File: src/rtl/maj_fold_pkg.sv
// Shared types and constant helpers for the folded majority evaluator.
package maj_fold_pkg;

    typedef enum logic [1:0] {
        IDLE  = 2'd0,
        ACCUM = 2'd1,
        DONE  = 2'd2
    } state_t;

    // Ceiling log2; returns the bit width needed to hold values 0..v-1.
    function automatic int clog2(input int v);
        int r;
        int p;
        r = 0;
        p = 1;
        while (p < v) begin
            p = p * 2;
            r = r + 1;
        end
        return r;
    endfunction

endpackage

File: src/rtl/chunk_popcount.sv
// Purely combinational ones counter over a W-bit slice.
module chunk_popcount
    import maj_fold_pkg::*;
#(
    parameter int W  = 7,
    parameter int PW = clog2(W + 1)
) (
    input  logic [W-1:0]  bits,
    output logic [PW-1:0] ones
);

    always_comb begin
        // NOTE: 'ones' gets a value before the loop on every evaluation, so no latch is inferred.
        ones = '0;
        for (int i = 0; i < W; i++) begin
            ones = ones + PW'(bits[i]);
        end
    end

endmodule

File: src/rtl/maj_fold_seq.sv
// Folded threshold evaluator: counts CHUNK bits of the latched vector per cycle,
// then presents the decision and count over a valid/ready handshake.
module maj_fold_seq
    import maj_fold_pkg::*;
#(
    parameter int N          = 49,
    parameter int CHUNK      = 7,
    parameter int THRESH     = (N + 1) / 2,
    parameter int EARLY_EXIT = 0
) (
    input  logic                    clk,
    input  logic                    rst_n,
    input  logic                    in_valid,
    output logic                    in_ready,
    input  logic [N-1:0]            in_x,
    output logic                    out_valid,
    input  logic                    out_ready,
    output logic                    y,
    output logic [clog2(N+1)-1:0]   count
);

    localparam int NCH = (N + CHUNK - 1) / CHUNK;
    localparam int CW  = clog2(N + 1);
    localparam int PCW = clog2(CHUNK + 1);
    localparam int SW  = NCH * CHUNK;
    localparam int IW  = clog2(NCH + 1);

    localparam int unsigned N_U     = N;
    localparam int unsigned CHUNK_U = CHUNK;
    localparam int unsigned THR_U   = THRESH;

    state_t         state, state_nxt;
    logic [SW-1:0]  shreg, shreg_nxt;
    logic [CW-1:0]  acc, acc_nxt;
    logic [IW-1:0]  idx, idx_nxt;
    logic           y_nxt;
    logic [CW-1:0]  count_nxt;

    logic [PCW-1:0] chunk_ones;
    logic [CW-1:0]  sum;
    logic [31:0]    consumed;
    logic [31:0]    rem;
    logic           sum_ge;
    logic           last_chunk;
    logic           decided;
    logic           finish;

    chunk_popcount #(
        .W  (CHUNK),
        .PW (PCW)
    ) u_chunk_popcount (
        .bits (shreg[CHUNK-1:0]),
        .ones (chunk_ones)
    );

    // Bits still unseen after this chunk; clamped because the last chunk may be padding.
    assign sum        = acc + CW'(chunk_ones);
    assign consumed   = (32'(idx) + 32'd1) * CHUNK_U;
    assign rem        = (consumed >= N_U) ? 32'd0 : (N_U - consumed);
    assign sum_ge     = (32'(sum) >= THR_U);
    assign last_chunk = (idx == IW'(NCH - 1));
    assign decided    = sum_ge || ((32'(sum) + rem) < THR_U);
    assign finish     = last_chunk || ((EARLY_EXIT != 0) && decided);

    assign in_ready  = (state == IDLE);
    assign out_valid = (state == DONE);

    always_comb begin
        // NOTE: blocking assignments in combinational logic; defaults first keep every path assigned.
        state_nxt = state;
        shreg_nxt = shreg;
        acc_nxt   = acc;
        idx_nxt   = idx;
        y_nxt     = y;
        count_nxt = count;
        case (state)
            IDLE: begin
                if (in_valid) begin
                    shreg_nxt = SW'(in_x);
                    acc_nxt   = '0;
                    idx_nxt   = '0;
                    state_nxt = ACCUM;
                end
            end
            ACCUM: begin
                acc_nxt   = sum;
                shreg_nxt = shreg >> CHUNK;
                idx_nxt   = idx + IW'(1);
                if (finish) begin
                    y_nxt     = sum_ge;
                    count_nxt = sum;
                    state_nxt = DONE;
                end
            end
            DONE: begin
                if (out_ready) begin
                    state_nxt = IDLE;
                end
            end
            default: state_nxt = IDLE;
        endcase
    end

    // NOTE: state uses non-blocking assignments so every register samples pre-edge values.
    always_ff @(posedge clk or negedge rst_n) begin
        if (!rst_n) begin
            state <= IDLE;
            shreg <= '0;
            acc   <= '0;
            idx   <= '0;
            y     <= 1'b0;
            count <= '0;
        end else begin
            state <= state_nxt;
            shreg <= shreg_nxt;
            acc   <= acc_nxt;
            idx   <= idx_nxt;
            y     <= y_nxt;
            count <= count_nxt;
        end
    end

endmodule
File: config.mk
export PLATFORM = sky130hd
export DESIGN_NAME = maj_fold_seq
export DESIGN_NICKNAME = d
export VERILOG_FILES = /design/src/rtl/maj_fold_pkg.sv /design/src/rtl/chunk_popcount.sv /design/src/rtl/maj_fold_seq.sv
export SDC_FILE = /design/constraint.sdc
export NUM_CORES = 1
export LEC_CHECK = 0
export BUFFER_PORTS_ARGS = -buffer_cell sky130_fd_sc_hd__buf_2
export CAP_MARGIN = 30
export CORE_UTILIZATION = 40
export CTS_CLUSTER_DIAMETER = 120
export CTS_CLUSTER_SIZE = 14
export DETAILED_ROUTE_END_ITERATION = 12
export GPL_TIMING_DRIVEN = 0
export SLEW_MARGIN = 25
export SYNTH_ARGS = -nofsm -noshare
export SYNTH_HDL_FRONTEND = slang
export SYNTH_HIERARCHICAL = 1
export SYNTH_SLANG_ARGS = --single-unit
File: constraint.sdc
create_clock -name clk -period 10.2 [get_ports clk]
set_input_delay 2.04 -clock clk [delete_from_list [all_inputs] [get_ports clk]]
set_output_delay 2.04 -clock clk [all_outputs]
set_load 0.01 [all_outputs]
==> flow_summary.yaml <==
outcome:
  status: "completed"
grt:
  first_global_vias: 2808
  grt_first_pass_wirelength_mm: 14.66
  grt_max_degree: 51
  antenna_found_initial: 0
  gr-usage-all-layers_pct: 21.32
  globalRouteOverflowTotal: 0
timing:
  slew_headroom_pct: 62.19
  period_needed_ns: 3.854
  period_share_pct: 37.78
  fmax_ghz: 0.2595
  clock_skew_ns: 0.009609
  hold_viol_final: 0
  final_max_slew_viol_count: 0
  worst_pin_slew_ns: 0.5671
  tns_ns: 0
  rsz0062_at_grt: "false"
  setup_viol: 0
  holdWs_ns: 0.4809
final_layout:
  final_nets: 512
  diodes: 0
  syn_to_final_growth_pct: 18.26
  multiInputGateArea_sq_mm: 0.001673
  drive_gt1_share_pct: 21.19
  seq_area_sq_mm: 0.001677
  fill_cells: 823
yosys:
  yosysWarnings: 6
  syn_avg_cell_area_sq_um: 9.404
  synth_top_area_share_pct: 47.42
  synth_cell_types: 35
  yosysMostFrequentCell: "dfrtp_1"
  synth_flop_cell: "dfrtp_1"
  synthTopCellsByArea: "dfrtp_1 47%, a22oi_1 8.9%, nor2b_1 8.8%"
  async_reset_ff_share_pct: 100.0
  synth_area_sq_mm: 0.003536
  synthCells: 376
  synth_nets: 439
  synth_edf_count: 0
  ys_ff_latch: 67
  synth_commonest_cells: "67 x dfrtp_1, 59 x o21ai_0, 51 x a21oi_1"
  yosysTopAreaCell: "dfrtp_1"
  ys_seq_area_share_pct: 47.42
clock_tree:
  path_clk_slew_ns: 0.08
  cts-root-buf: "clkbuf_8"
  cts_buffer_depth: 2
  numCtsBuffers: 9
  cts.sinks: 67
  ctsHoldBuffers: 0
  cts_tree: "built"
  insertion_delay_ns: 0.34
  post_cts_buffers: 0
  cts_resized: 0
  h-tree-depth: 3
setup_path:
  worst-path-max-fanout: 4
  ff2ff_path_depth: 13
  worstPathRequired_ns: 10.43
  critPathCapture: "y"
  crit_start: "shreg[0]"
  cp.arrival_ns: 4.08
  crit-reg2reg-capture: "y"
  critical_path_class: "reg2reg"
  end_kind: "flop"
  r2r_start: "shreg[0]"
  reg2reg_slack_ns: 6.35
  cp-start-kind: "flop"
run:
  cap_violations: 0
route:
  routedWlPerCell_um: 15.98
  drtIter0Drc: 156
  drtPass1Iterations: 5
  drtAntennaViolNets: 0
  wl_mm: 8.918
  post_drt_via_cell_ratio: 5.355
  drc: 0
  vias: 2988
floorplan:
  dieArea_sq_mm: 0.009220
  die_h_um: 96.02
  ios: 62
  row_count: 33
  core_area_sq_mm: 0.008382
  die_x_um: 96.02
  start_util_pct: 42.19
power:
  p_leak_nw: 1.897
  powerDensity_mw_per_mm2: 296.3
  peakVddDrop_mv: 0.1079
placement:
  hpwl_mm: 6.212
  gp_congestion: 0.7814
  port_buffers: 61
worst_hold_path:
  hold_path_class: "reg2reg"
## cell type report
cell class	instances	share of cell area, %
multi-input cells	265	40.01
well taps	105	3.142
clock inverters	2	0.2394
flip-flops and latches	67	40.10
plain buffers	28	3.022
clock buffers	13	4.039
inverters	16	1.436
repair buffers	62	8.019
## metal layers
layer	wire length [um]	vias to the layer above	part of all wire (%)	track usage, %
met3	401	10	4.5	4.660
met4	106	0	1.2	5.473
met1	4469	1434	50	33.03
li1	-	1471	-	-
met2	3939	73	44	29.73
met5	0	-	0	0
## layout by cell type, fill, tap and decap left out, drive strengths merged, types with 3 or more instances in the layout
master,count
dfrtp,67
nor2b,51
fa,5
a21oi,52
clkbuf,30
nor2,5
a22o,3
buf,73
a22oi,42
o21ai,63
inv,16
nand2,20
ha,5
## power breakdown
part / switching [mW] / internal, mW
sequential: 0.0822 / 0.372
combinational: 0.330 / 0.248
clock: 0.101 / 0.106
total: 0.513 / 0.726
## critical path: stages (launching register included)
cell and delay, ns:
dfrtp_1 0.36, inv_1 0.06, fa_1 0.49, fa_1 0.49, inv_1 0.05, fa_1 0.37, fa_1 0.51, inv_1 0.06
fa_1 0.43, nor2b_1 0.16, o21ai_2 0.07, xnor2_1 0.29, o31ai_1 0.14, a32o_1 0.26
## stage by stage
stage	utilization (%)	instance area, sq um	setup WS [ns]	instances	power [mW]
finish	49.89	4182	6.346	558	1.239
global route	49.89	4182	6.111	558	1.359
CTS	49.89	4182	6.329	558	1.246
detailed placement	47.75	4003	6.370	543	1.036
global placement	47.40	3973	6.373	542	1.018
floorplan	-	3536	6.588	376	0.8619
## worst min path at each step
| stage | from | to | slack [ns] | cells after the start |
|---|---|---|---|---|
| after global placement | count[2] | count[2] | 0.46 | 2 |
| final | count[2] | count[2] | 0.48 | 2 |
| after detailed placement | count[1] | count[1] | 0.47 | 2 |
| after global routing | y | y | 0.50 | 1 |
| after floorplan | acc[2] | acc[2] | 0.46 | 2 |
| after CTS | count[1] | count[1] | 0.49 | 2 |
## kinds of logic after synthesis
kind of cell / Yosys count / synth area share (%)
AO/OA/AOI/OAI: 167 / 27.85
AND/OR/NAND/NOR: 82 / 13.23
flip-flops: 67 / 47.42
buffers and inverters: 44 / 5.273
adder cells (fa/ha/maj): 10 / 4.600
XOR/XNOR: 4 / 0.9910
multiplexers: 2 / 0.6369
## sequential cells by signal, indices dropped and copies added (netlist names)
name   cells
idx        3
y          1
count      6
state      2
shreg     49
acc        6
Power figures use the tool's default switching activity.
